[config.mk]
export PLATFORM = sky130hd
export DESIGN_NAME = phy_rx_lane_deser
export DESIGN_NICKNAME = d
export VERILOG_FILES = /design/src/rtl/phy_rx_pkg.sv /design/src/rtl/phy_rx_lane_align.sv /design/src/rtl/phy_rx_lane_deser.sv
export SDC_FILE = /design/constraint.sdc
export NUM_CORES = 1
export LEC_CHECK = 0
export BUFFER_PORTS_ARGS = -buffer_cell sky130_fd_sc_hd__clkbuf_2
export CAP_MARGIN = 20
export CELL_PAD_IN_SITES_DETAIL_PLACEMENT = 0
export CELL_PAD_IN_SITES_GLOBAL_PLACEMENT = 1
export CORE_MARGIN = 5
export CORE_UTILIZATION = 45
export CTS_CLUSTER_DIAMETER = 40
export DETAILED_ROUTE_END_ITERATION = 12
export PLACE_DENSITY = 0.71
export SLEW_MARGIN = 0
export SYNTH_ARGS = -nofsm -noshare
export SYNTH_HDL_FRONTEND = slang
export SYNTH_SLANG_ARGS = --single-unit
[constraint.sdc]
create_clock -name clk_32f -period 4.5 [get_ports clk_32f]
set_input_delay 0.225 -clock clk_32f [delete_from_list [all_inputs] [get_ports clk_32f]]
set_output_delay 0.225 -clock clk_32f [all_outputs]
set_load 0.05 [all_outputs]
[src/rtl/phy_rx_pkg.sv]
// phy_rx_pkg: shared lane state encoding, default COM character and sizing helpers
package phy_rx_pkg;

    typedef enum logic [1:0] {
        HUNT    = 2'd0,
        ACQUIRE = 2'd1,
        LOCKED  = 2'd2
    } lane_state_e;

    localparam logic [7:0] COM_DEFAULT = 8'hBC;
    localparam int DEF_LANES  = 2;
    localparam int DEF_SYM_W  = 8;
    localparam int DEF_DATA_W = 32;
    localparam int GROUPS     = DEF_DATA_W / (DEF_SYM_W * DEF_LANES);
    localparam int BIT_CNT_W  = $clog2(DEF_SYM_W);

    function automatic int width_of(input int v);
        return (v > 1) ? $clog2(v) : 1;
    endfunction

endpackage

[src/rtl/phy_rx_lane_align.sv]
// phy_rx_lane_align: per-lane COM boundary search, lock FSM and one-deep symbol hold register
module phy_rx_lane_align
    import phy_rx_pkg::*;
#(
    parameter int               SYM_W    = 8,
    parameter logic [SYM_W-1:0] COM      = COM_DEFAULT,
    parameter int               LOCK_CNT = 4
) (
    input  logic             clk_i,
    input  logic             rst_ni,
    input  logic             bit_i,
    input  logic             consume_i,
    output logic [SYM_W-1:0] sym_o,
    output logic             sym_v_o,
    output logic             locked_o
);

    localparam int CW = width_of(SYM_W);
    localparam int LW = width_of(LOCK_CNT + 1);

    lane_state_e      state_q, state_d;
    logic [SYM_W-1:0] shift_q, shift_d, hold_q, hold_d;
    logic [CW-1:0]    cnt_q, cnt_d;
    logic [LW-1:0]    com_q, com_d;
    logic             hold_v_q, hold_v_d;
    logic             sym_done, is_com;

    always_comb begin
        shift_d  = {shift_q[SYM_W-2:0], bit_i};
        sym_done = cnt_q == CW'(SYM_W - 1);
        cnt_d    = sym_done ? '0 : cnt_q + 1'b1;
        is_com   = shift_d == COM;
        state_d  = state_q;
        com_d    = com_q;
        hold_d   = hold_q;
        hold_v_d = hold_v_q & ~consume_i;
        case (state_q)
            HUNT: if (is_com) begin
                cnt_d   = '0;
                com_d   = LW'(1);
                state_d = (LOCK_CNT == 1) ? LOCKED : ACQUIRE;
            end
            ACQUIRE: if (sym_done) begin
                com_d   = is_com ? com_q + 1'b1 : '0;
                state_d = !is_com ? HUNT : (com_d == LW'(LOCK_CNT)) ? LOCKED : ACQUIRE;
            end
            LOCKED: if (sym_done) begin
                // a symbol still waiting for the slowest lane is simply overwritten
                hold_d   = shift_d;
                hold_v_d = 1'b1;
            end
            default: state_d = HUNT;
        endcase
    end

    always_ff @(posedge clk_i or negedge rst_ni) begin
        if (!rst_ni) begin
            state_q  <= HUNT;
            shift_q  <= '0;
            cnt_q    <= '0;
            com_q    <= '0;
            hold_q   <= '0;
            hold_v_q <= 1'b0;
        end else begin
            state_q  <= state_d;
            shift_q  <= shift_d;
            cnt_q    <= cnt_d;
            com_q    <= com_d;
            hold_q   <= hold_d;
            hold_v_q <= hold_v_d;
        end
    end

    assign sym_o    = hold_q;
    assign sym_v_o  = hold_v_q;
    assign locked_o = state_q == LOCKED;

endmodule

[src/rtl/phy_rx_lane_deser.sv]
// phy_rx_lane_deser: multi-lane serial receive front end, lane deskew and word striping
// Define PHY_RX_LOCK_STATUS_EN to add the lock_out/all_locked status outputs.
module phy_rx_lane_deser
    import phy_rx_pkg::*;
#(
    parameter int               LANES    = 2,
    parameter int               SYM_W    = 8,
    parameter int               DATA_W   = 32,
    parameter logic [SYM_W-1:0] COM      = COM_DEFAULT,
    parameter int               LOCK_CNT = 4
) (
    input  logic              clk_32f,
    input  logic              reset,
    input  logic [LANES-1:0]  data_in,
    output logic [DATA_W-1:0] data_out,
`ifdef PHY_RX_LOCK_STATUS_EN
    output logic [LANES-1:0]  lock_out,
    output logic              all_locked,
`endif
    output logic              valid_out
);

    localparam int GW  = SYM_W * LANES;
    localparam int NG  = DATA_W / GW;
    localparam int GIW = width_of(NG);

    logic [LANES-1:0][SYM_W-1:0] sym;
    logic [LANES-1:0]            sym_v, locked, com_hit;
    logic                        consume;
    logic [GIW-1:0]              group_q, group_d;
    logic [DATA_W-1:0]           word_q, word_d, data_q, data_d;
    logic                        done_q, done_d, valid_q;

    for (genvar l = 0; l < LANES; l++) begin : g_lane
        phy_rx_lane_align #(
            .SYM_W    (SYM_W),
            .COM      (COM),
            .LOCK_CNT (LOCK_CNT)
        ) u_lane (
            .clk_i     (clk_32f),
            .rst_ni    (reset),
            .bit_i     (data_in[l]),
            .consume_i (consume),
            .sym_o     (sym[l]),
            .sym_v_o   (sym_v[l]),
            .locked_o  (locked[l])
        );
        assign com_hit[l] = sym[l] == COM;
    end

    assign consume = &locked & &sym_v;

    always_comb begin
        group_d = group_q;
        word_d  = word_q;
        done_d  = 1'b0;
        data_d  = done_q ? word_q : data_q;
        // a COM anywhere in the group realigns the word to start after it
        if (consume && |com_hit) begin
            group_d = '0;
        end else if (consume) begin
            word_d[group_q*GW +: GW] = sym;
            done_d  = group_q == GIW'(NG - 1);
            group_d = done_d ? '0 : group_q + 1'b1;
        end
    end

    always_ff @(posedge clk_32f or negedge reset) begin
        if (!reset) begin
            group_q <= '0;
            word_q  <= '0;
            done_q  <= 1'b0;
            data_q  <= '0;
            valid_q <= 1'b0;
        end else begin
            group_q <= group_d;
            word_q  <= word_d;
            done_q  <= done_d;
            data_q  <= data_d;
            valid_q <= done_q;
        end
    end

    assign data_out  = data_q;
    assign valid_out = valid_q;

`ifdef PHY_RX_LOCK_STATUS_EN
    logic [LANES-1:0] lock_q;

    always_ff @(posedge clk_32f or negedge reset) begin
        if (!reset) lock_q <= '0;
        else        lock_q <= locked;
    end

    assign lock_out   = lock_q;
    assign all_locked = &lock_q;
`endif

endmodule

==> out/qor.yml, run 1 <==
status: "finished clean"
drv_slew: 0
vias_per_cell: 5.08
vias: 2495
setup-tns-final_ns: 0
overflow: 0
worst_setup_hold_path_clk_slew_ns: 0.06
grt_pass1_vias: 2651
drc: 0
synthXorXnorAreaFrac: 0.00392
cts_root_buf: "clkbuf_8"
yosys.area_share.simple: 0.0717
grt_usage: 0.145
die_width_microns: 110
core_area_sq_um: 9730
hold_viol: 0
cp_max_fo: 17
cts_tree: "done"
area_growth_pct: 21.6
critPathRequiredTime_ns: 4.87
hp-class: "in2async"
endpoint_kind: "register"
r2r_slack_ns: 2.06
dp_cells: 455
antenna_found_initial: 0
clock_sink_count: 115
firstDrtPassIters: 7
drive_gt1_frac: 0.439
clkLatencyLatePin_ns: 0.50
timing.rr.end: "word_q[1]"
num_antenna_cells: 0
fmax_mhz: 409
critPathMaxStageDelay_ns: 0.80
finalNonFillerCells: 491
cp_cell_sequence: "nand4b_1, nor4_1, or4_1, mux2_2"
synth_cell_types: 38
cts_resized: 0
synthAdderAreaFrac: 0.0168
numPortBuffers: 36
synth_top_family_by_area: "multiplexers"
crit_type: "reg2reg"
endpoint: "word_q[1]"
maxCapViolCount: 0
synth_mux_area_frac: 0.209
startpoint: "g_lane[1].u_lane.sym_o[6]"
wl_per_cell_microns: 15.5
synth_compound_area_frac: 0.0328
cp-start-kind: "register"
syn-num-nets: 303
synth_seq_cells: 115
grt_max_degree: 83
dr.first_iter.drc_count: 49
finalCritPeriodShare: 0.543
cts_buffers: 17
pwr_density_cell_nw_per_um2: 488
seq_area_frac_synth: 0.644
fillerInstances: 819
dp_hpwl_mm: 4.91
fin_worst_skew_ns: 0.00870
crit_slowest_cell: "or4_1"
nNetsFinal: 355
slew_headroom: 0.403
syn_area_per_cell_sq_um: 15.2
fp.dieArea_sq_um: 12000
tightest_slew_ns: 0.895
ant_nets: 0
cp_data_arrival_time_ns: 2.82
grt_pass1_wl_mm: 13.2
max-vdd-ir-drop_mv: 0.219
rsz0062_at_grt: "false"
leakagePower_nw: 2.40
cts_max_level: 4
min_period_ns: 2.44
finalSetupViolCount: 0
syn_area_sq_um: 4470
routed_wl_mm: 7.61
start_util: 0.459
r2r-start: "g_lane[1].u_lane.sym_o[6]"
rr_worst_depth: 4
ioPinCount: 37
clk_path_buf_depth: 2
fp-row-count: 36
syn_inst: 293
die_h_microns: 110
gp_congestion: 0.752
layout.area.seq_sq_um: 2880
yosys_warnings: 0
multi_input_area_sq_um: 1490
-- metrics by stage --
stage                     hold WS (ns)   util  power, mW  cell area [sq um]  setup slack (ns)
after global routing             0.113  0.558       2.76               5430              1.91
after detailed placement         0.376  0.490       1.33               4770              2.06
after CTS                        0.389  0.556       2.68               5410              2.03
after global placement           0.380  0.490       1.33               4770              2.11
final                            0.123  0.558       2.65               5430              2.06
after floorplan                -0.0706      -       1.26               4470              2.42
-- how the worst min path moves through the flow --
stage                                           start                           to  slack, ns
after floorplan                                 reset                  data_out[0]      -0.07
after global placement    g_lane[0].u_lane.shift_q[1]  g_lane[0].u_lane.shift_q[2]       0.38
after detailed placement  g_lane[1].u_lane.shift_q[3]  g_lane[1].u_lane.shift_q[4]       0.38
after CTS                 g_lane[1].u_lane.shift_q[3]  g_lane[1].u_lane.shift_q[4]       0.39
after global routing                            reset                  data_out[4]       0.11
final                                           reset                  data_out[4]       0.12
-- Yosys cell counts --
cell | count | area (sq um)
xor2_1 | 2 | 17.5
and4b_1 | 1 | 10.0
nor4_4 | 1 | 21.3
nand4b_1 | 5 | 43.8
nand4_4 | 1 | 21.3
a21oi_1 | 4 | 20.0
dfrtp_1 | 115 | 2880
mux2_2 | 71 | 800
nand4_1 | 2 | 12.5
buf_6 | 4 | 45.0
mux2_4 | 9 | 135
a32o_1 | 2 | 20.0
and4_1 | 1 | 8.76
nor3_1 | 3 | 15.0
clkbuf_1 | 2 | 7.51
nor4_1 | 3 | 18.8
o21ai_0 | 5 | 25.0
and2_1 | 2 | 12.5
or4_1 | 1 | 7.51
ha_1 | 6 | 75.1
or2_2 | 1 | 6.26
nand2_1 | 16 | 60.1
nor2b_1 | 4 | 25.0
nand3_1 | 2 | 10.0
a22o_1 | 2 | 17.5
buf_2 | 1 | 5.00
o22ai_1 | 2 | 12.5
a311o_1 | 1 | 10.0
a22oi_1 | 1 | 7.51
inv_1 | 7 | 26.3
buf_1 | 3 | 11.3
nor3b_1 | 1 | 7.51
o41ai_1 | 1 | 8.76
o221ai_1 | 1 | 8.76
a211oi_1 | 1 | 7.51
and2b_2 | 2 | 17.5
nor2_1 | 6 | 22.5
a2bb2oi_1 | 1 | 8.76
-- layout make-up --
| class | count | share of cell area |
|---|---|---|
| well taps | 133 | 0.0306 |
| clock inverters | 14 | 0.0327 |
| flip-flops and latches | 115 | 0.530 |
| repair buffers | 43 | 0.0484 |
| clock buffers | 18 | 0.0788 |
| inverters | 7 | 0.00484 |
| multi-input cells | 161 | 0.275 |
-- registers in the layout (all words and copies together) (netlist names) --
register / flops
g_lane.u_lane.com_q: 6
done_q: 1
g_lane.u_lane.state_q: 4
g_lane.u_lane.sym_v_o: 2
group_q: 1
g_lane.u_lane.cnt_q: 6
g_lane.u_lane.shift_q: 14
valid_out: 1
data_out: 32
word_q: 32
g_lane.u_lane.sym_o: 16
-- cells in the final DEF (no fill, tap or decap), types with 4 or more instances in the layout --
master        n
clkbuf_2     35
inv_1         7
o21ai_0       5
dfrtp_1     115
nor2_1        6
mux2_4        9
mux2_2       71
clkinvlp_4    4
ha_1          6
a21oi_1       4
clkbuf_16    16
nand2_1      16
nand4b_1      5
buf_4         4
nor2b_1       4
-- logic make-up (layout without fill, tap and decap cells) --
group / after synthesis / count (layout)
buf+inv: 17 / 82
mux: 80 / 80
xor+xnor: 2 / 2
flops: 115 / 115
fa+ha+maj: 6 / 6
simple gates: 52 / 52
compound gates: 21 / 21
-- metal layers --
layer | routed length (microns) | vias to the layer above | GRT usage
li1 | - | 1163 | -
met5 | 0 | - | 0
met4 | 61 | 0 | 0.0588
met2 | 3750 | 45 | 0.223
met3 | 257 | 4 | 0.0423
met1 | 3540 | 1283 | 0.194
-- worst max-delay path, delay by kind of cell, from the launching register on --
kind / cells / cell delay [ns]
mux: 1 / 0.42
flops: 1 / 0.39
simple gates: 3 / 1.50
-- what timing repair did --
| item | CTS | global route |
|---|---|---|
| endpoints found under the hold margin | 83 | 0 |
| setup buffers | 0 | 0 |
| hold buffers | 3 | 0 |
-- power by group --
part | internal (mW) | switching (mW) | leakage, nW
logic | 0.0606 | 0.126 | 0.763
clock network | 0.864 | 0.473 | 0.284
registers | 1.09 | 0.0367 | 1.35
total | 2.02 | 0.636 | 2.40
(Power assumes the default switching activity.)
==> run 2, diff against run 1 <==
ABC_AREA = 1   (was default)
PLACE_DENSITY = 0.75   (was 0.71)
clock period = 2.55 ns   (was 4.5 ns; I/O delays follow)
==> out/qor.yml, run 2 <==
synth.most_common_cell: "nand2_1"
intPower_mw: 3.46  # +72%
clkLatencyLatePin_ns: 0.52  # +0.02 ns
timing.rr.end: "g_lane[0].u_lane.sym_o[5]"
area_growth_pct: 18.5
min_period_ns: 1.69  # -0.755 ns
final_cell_area_sq_um: 5580  # +2.7%
ioPinCount: 37  # unchanged
syn-num-nets: 446  # +47%
startpoint: "g_lane[0].u_lane.cnt_q[0]"
synthFlopType: "dfrtp_1"
fin_worst_skew_ns: 0.00608  # -0.00262 ns
synth_seq_cells: 115  # unchanged
clkPwrFrac: 0.504  # about the same
gr-max-usage-layer: "met2"
cts_root_buf: "clkbuf_8"
worst_setup_hold_path_clk_slew_ns: 0.06  # about the same
vias_per_cell: 4.92  # -3.1%
layout_common_cells: "nand2_1 (124), dfrtp_1 (115), mux2_2 (39)"
slew_headroom: 0.407  # +0.00340
routed_wl_mm: 8.85  # +16%
clk_path_buf_depth: 2  # unchanged
power_mw: 4.46  # +68%
wl_per_cell_microns: 14.0  # -9.8%
synthTopCellsByCount: "nand2_1 (124), dfrtp_1 (115), mux2_2 (39), inv_1 (31), nand3_1 (30)"
rsz0062_at_grt: "false"
rr_worst_depth: 4  # unchanged
finalSetupViolCount: 0  # unchanged
ant_nets: 0  # unchanged
dp_hpwl_mm: 5.98  # +22%
cp_max_fo: 13  # -4
overflow: 0  # unchanged
r2r_slack_ns: 0.86  # -1.19 ns
firstDrtPassIters: 4  # -3
hold_viol: 0  # unchanged
grt_pass1_wl_mm: 15.4  # +17%
antenna_found_initial: 0  # unchanged
critPathRequiredTime_ns: 2.95  # -1.92 ns
vias: 3116  # +25%
die_h_microns: 112  # +2.4%
grt.met1_usage: 0.209  # +0.0148
critPathMaxStageDelay_ns: 0.39  # -0.41 ns
met2_usage: 0.228  # +0.00446
cts_tree: "done"
synth_cell_types: 27  # -29%
crit_slowest_cell: "mux2_2"
endpoint: "g_lane[0].u_lane.sym_o[5]"
synth_area_leaders: "dfrtp_1 (61%), nand2_1 (9.9%), mux2_2 (9.3%)"
fp-row-count: 37  # +2.8%
finalNonFillerCells: 633  # +29%
crit_type: "reg2reg"
fillerInstances: 936  # +14%
syn_area_per_cell_sq_um: 10.8  # -29%
switching_share: 0.224  # -0.0159
fmax_mhz: 592  # +45%
synth-async-reset-ratio: 1.00  # unchanged
cts_max_level: 4  # unchanged
syn_inst: 436  # +49%
die_width_microns: 112  # +2.4%
tightest_slew_ns: 0.890  # -0.00510 ns
setup-tns-final_ns: 0  # unchanged
leakagePower_nw: 3.00  # +25%
drive_gt1_frac: 0.249  # -0.189
seq_area_frac_synth: 0.611  # -0.0332
yosys.area.top_type_share: 0.611  # -0.0332
fp.dieArea_sq_um: 12600  # +4.9%
cpMostUsedCell: "ha_1"
finalCritPeriodShare: 0.662  # +0.119
clock_sink_count: 115  # unchanged
max-vdd-ir-drop_mv: 0.428  # +95%
dpl_cell_area_sq_um: 4990  # +4.6%
status: "finished clean"
r2r-start: "g_lane[0].u_lane.cnt_q[0]"
p_sw_mw: 0.999  # +57%
dr.first_iter.drc_count: 124  # +150%
cp_cell_sequence: "ha_1, ha_1, nand3_1, mux2_2"
use_met3: 0.0534  # +0.0111
num_antenna_cells: 0  # unchanged
nNetsFinal: 495  # +39%
synth_top_area_cell: "dfrtp_1"
grt_usage: 0.154  # +0.00924
synth-edff-count: 0  # unchanged
drc: 0  # unchanged
cp_data_arrival_time_ns: 2.09  # -0.73 ns
grt_pass1_vias: 3179  # +20%
layout_commonest_cell: "nand2_1"
grt_max_degree: 73  # -12%
gp_congestion: 0.771  # +2.6%
dp_cells: 599  # +32%
syn_area_sq_um: 4710  # +5.4%
share_seq_of_total_power: 0.433  # +0.008
numPortBuffers: 36  # unchanged
core_area_sq_um: 10300  # +5.6%
hold_ws_ns: 0.284  # +0.161 ns
hp-class: "in2async"
combPwrFrac: 0.063  # -0.007
endpoint_kind: "register"
maxCapViolCount: 0  # unchanged
drv_slew: 0  # unchanged
yosys_warnings: 0  # unchanged
pwr_density_cell_nw_per_um2: 799  # +64%
cp-start-kind: "register"
cts_resized: 0  # unchanged
cts_buffers: 17  # unchanged
start_util: 0.458  # -0.000863
run 2: changes by cell type in the layout (fill, tap and decap cells not counted), sizes merged, moves of 3 or more:
cell    previous run  this run
inv               10        34
nand4              3        23
nor2               6        30
nand4b             5         0
clkinv             4         7
mux2              80        41
nor4               4         0
nand3              2        30
nor2b              4         0
nand2             16       128
run 2: logic make-up (layout without fill, tap and decap cells):
family                   after synthesis  after routing  share of synthesized area
AND/OR/NAND/NOR                      214            214                      0.209
flip-flops                           115            115                      0.611
buffers and inverters                 47            108                     0.0491
multiplexers                          41             41                     0.0980
AO/OA/AOI/OAI                         12             12                     0.0149
adder cells (fa/ha/maj)                6              6                     0.0159
XOR/XNOR                               1              1                    0.00186
run 2: what timing repair did:
item / in CTS / in global routing
hold buffers: 3 / 0
setup endpoints to repair: 0 / 0
buffers inserted: 0 / 0
endpoints found under the hold margin: 73 / 0
run 2: per-layer routing:
metal	up-vias	share of wire
met2	56	0.45
met1	1507	0.48
met5	-	0
li1	1533	-
met4	0	0.017
met3	20	0.048
run 2: worst min path at each step:
stage,depth (start not counted),from,slack [ns],endpoint
after floorplan,0,reset,-0.17,data_out[0]
after global placement,1,data_in[0],0.27,g_lane[0].u_lane.shift_q[0]
after detailed placement,1,data_in[0],0.27,g_lane[0].u_lane.shift_q[0]
after CTS,2,data_in[0],0.27,g_lane[0].u_lane.shift_q[0]
after global routing,2,data_in[1],0.30,g_lane[1].u_lane.shift_q[0]
final,2,reset,0.28,data_out[20]
run 2: through the flow:
step                setup WS [ns]  utilization
floorplan                   0.978            -
global placement            0.892        0.485
detailed placement          0.862        0.485
CTS                         0.848        0.543
global route                0.771        0.543
finish                      0.861        0.543
run 2: critical path: cells and delay by family (launching register included):
kind                       cells  cell delay (ns)
adders and majority gates      2             0.44
DFF                            1             0.37
muxes                          1             0.39
and+or+nand+nor                1             0.36
run 2: final cells by class:
cell class	instances	area (sq um)	area share
clock buffers	19	422	0.0756
clock inverters	12	140	0.0251
inverters	34	128	0.0229
multi-input cells	274	1600	0.287
flip-flops and latches	115	2880	0.516
well taps	136	170	0.0305
repair buffers	43	243	0.0435
run 2: power by group through the flow:
stage / sequential [mW] / clock [mW] / combinational [mW]
3_3_place_gp: 1.96 / 0 / 0.273
6_report: 1.93 / 2.25 / 0.282
2_1_floorplan: 1.95 / 0 / 0.193
5_1_grt: 1.94 / 2.37 / 0.338
4_1_cts: 1.93 / 2.29 / 0.287
3_5_place_dp: 1.96 / 0 / 0.280
==> run 3, diff against run 2 <==
CORE_UTILIZATION = 43   (was 45)
clock period = 1.4 ns   (was 2.55 ns; I/O delays follow)
==> out/qor.yml, run 3 (synthesis results as in run 2) <==
clock_sink_count: 115  # unchanged
firstDrtPassIters: 5  # +1
worst_slack_ns: 0.0465  # -0.814 ns
intPower_mw: 7.21  # +110%
overflow: 0  # unchanged
grt_pass1_vias: 3369  # +6.0%
core_area_sq_um: 10800  # +5.0%
slew_headroom: 0.607  # +0.200
finalSetupViolCount: 0  # unchanged
cts_tree: "done"
hp-class: "in2async"
wl_per_cell_microns: 13.8  # -1.2%
critPathRequiredTime_ns: 1.78  # -1.17 ns
power_mw: 9.11  # +100%
ioPinCount: 37  # unchanged
vias: 3345  # +7.3%
drc: 0  # unchanged
fmax_mhz: 739  # +25%
grt_max_degree: 116  # +59%
hold_viol: 0  # unchanged
tightest_slew_ns: 0.590  # -0.300 ns
max-vdd-ir-drop_mv: 0.645  # +51%
dp_hpwl_mm: 6.07  # +1.5%
dp_cells: 635  # +6.0%
critPathMaxStageDelay_ns: 0.38  # about the same
worst_setup_hold_path_clk_slew_ns: 0.05  # about the same
num_antenna_cells: 0  # unchanged
drive_gt1_frac: 0.350  # +0.101
crit_type: "reg2reg"
start_util: 0.436  # -0.0219
fp-row-count: 38  # +2.7%
crit_slowest_cell: "dfrtp_1"
layout_common_cells: "nand2_1 (117), dfrtp_1 (115), buf_4 (40)"
cp_cell_sequence: "ha_1, ha_2, nand2_4, mux2_2"
setup-tns-final_ns: 0  # unchanged
rsz0062_at_grt: "true"
cp_max_fo: 9  # -4
endpoint_kind: "register"
drv_slew: 0  # unchanged
final_cell_area_sq_um: 6270  # +12%
grt_usage: 0.155  # +0.000535
ant_nets: 0  # unchanged
clkPwrFrac: 0.533  # +0.029
hold_ws_ns: 0.201  # -0.0830 ns
share_seq_of_total_power: 0.386  # -0.047
fin_worst_skew_ns: 0.00948  # +0.00340 ns
combPwrFrac: 0.081  # +0.018
numPortBuffers: 36  # unchanged
status: "finished clean"
switching_share: 0.208  # -0.0160
finalCritPeriodShare: 0.967  # +0.304
cts_max_level: 4  # unchanged
leakagePower_nw: 3.36  # +12%
final_util: 0.581  # +0.0383
cts_buffers: 17  # unchanged
grt_pass1_wl_mm: 16.0  # +3.6%
clk_path_buf_depth: 2  # unchanged
antenna_found_initial: 0  # unchanged
finalNonFillerCells: 685  # +8.2%
die_h_microns: 115  # +2.1%
gp_congestion: 0.789  # +2.4%
cts_root_buf: "clkbuf_8"
fp.dieArea_sq_um: 13100  # +4.2%
dpl_cell_area_sq_um: 5310  # +6.4%
die_width_microns: 115  # +2.1%
pwr_density_cell_nw_per_um2: 1450  # +82%
area_growth_pct: 33.2
clkLatencyLatePin_ns: 0.51  # about the same
vias_per_cell: 4.88  # -0.80%
nNetsFinal: 542  # +9.5%
min_period_ns: 1.35  # -0.336 ns
p_sw_mw: 1.89  # +90%
fillerInstances: 887  # -5.2%
maxCapViolCount: 0  # unchanged
dr.first_iter.drc_count: 238  # +92%
layout_commonest_cell: "nand2_1"
cp_data_arrival_time_ns: 1.74  # -0.35 ns
cp-start-kind: "register"
routed_wl_mm: 9.46  # +7.0%
preCtsSetupSlack_ns: -0.0498  # -0.911 ns
==> run 3: cell count changes in the layout (fill, tap and decap cells not counted), moves of 3 or more <==
| cell | before | now |
|---|---|---|
| buf_12 | 0 | 7 |
| buf_4 | 5 | 40 |
| bufinv_16 | 3 | 6 |
| clkbuf_8 | 1 | 5 |
| clkinv_2 | 7 | 2 |
| ha_1 | 6 | 3 |
| nand2_1 | 124 | 117 |
| nand2_2 | 3 | 7 |
| nand2_4 | 1 | 5 |
| nand3_1 | 30 | 27 |
| nor2_1 | 24 | 20 |
| nor2_2 | 2 | 5 |
==> run 3: area by class of cell <==
type,count,area (sq um),area share
Clock buffer,23,477,0.0760
Clock inverter,9,198,0.0315
Inverter,34,128,0.0203
Multi-Input combinational cell,277,1750,0.279
Sequential cell,115,2880,0.459
Tap cell,140,175,0.0279
Timing Repair Buffer,87,668,0.107
==> run 3: per-layer routing <==
layer	vias to the layer above	GRT usage	wire length, microns
li1	1643	-	-
met3	13	0.0428	356
met4	0	0.0760	186
met5	-	0	0
met2	54	0.242	4530
met1	1635	0.199	4390
==> run 3: worst paths after layout <==
kind	end	startpoint	slack (ns)	cells past startpoint
hold reg to reg	g_lane[1].u_lane.shift_q[6]	g_lane[1].u_lane.shift_q[5]	0.38	0
setup reg to reg	g_lane[1].u_lane.sym_o[2]	g_lane[1].u_lane.cnt_q[0]	0.05	4
max in group asynchronous	data_out[10]	reset	0.77	3
hold / removal	data_out[19]	reset	0.20	3
min in group clk_32f	g_lane[0].u_lane.shift_q[0]	data_in[0]	0.24	2
setup / recovery	g_lane[1].u_lane.sym_o[2]	g_lane[1].u_lane.cnt_q[0]	0.05	4
==> run 3: worst max-delay path, delay by kind of cell, from the launching register on <==
| family | cells | cell delay [ns] |
|---|---|---|
| adder cells (fa/ha/maj) | 2 | 0.39 |
| multiplexers | 1 | 0.35 |
| AND/OR/NAND/NOR | 1 | 0.12 |
| flip-flops | 1 | 0.38 |
==> run 3: power groups by stage <==
stage,sequential (mW),combinational (mW),clock [mW]
global route,3.53,0.871,5.09
detailed placement,3.57,0.611,0
global placement,3.56,0.597,0
CTS,3.52,0.667,4.93
finish,3.52,0.738,4.86
floorplan,3.56,0.369,0
==> run 3: what timing repair did <==
action / 4_1_cts / 5_1_grt
pin swaps: 5 / 11
endpoints found under the hold margin: 119 / 0
gates resized for setup: 6 / 21
buffers inserted: 5 / 7
hold buffers: 3 / 0
gates cloned: 1 / 2
endpoints found under the setup margin: 45 / 50
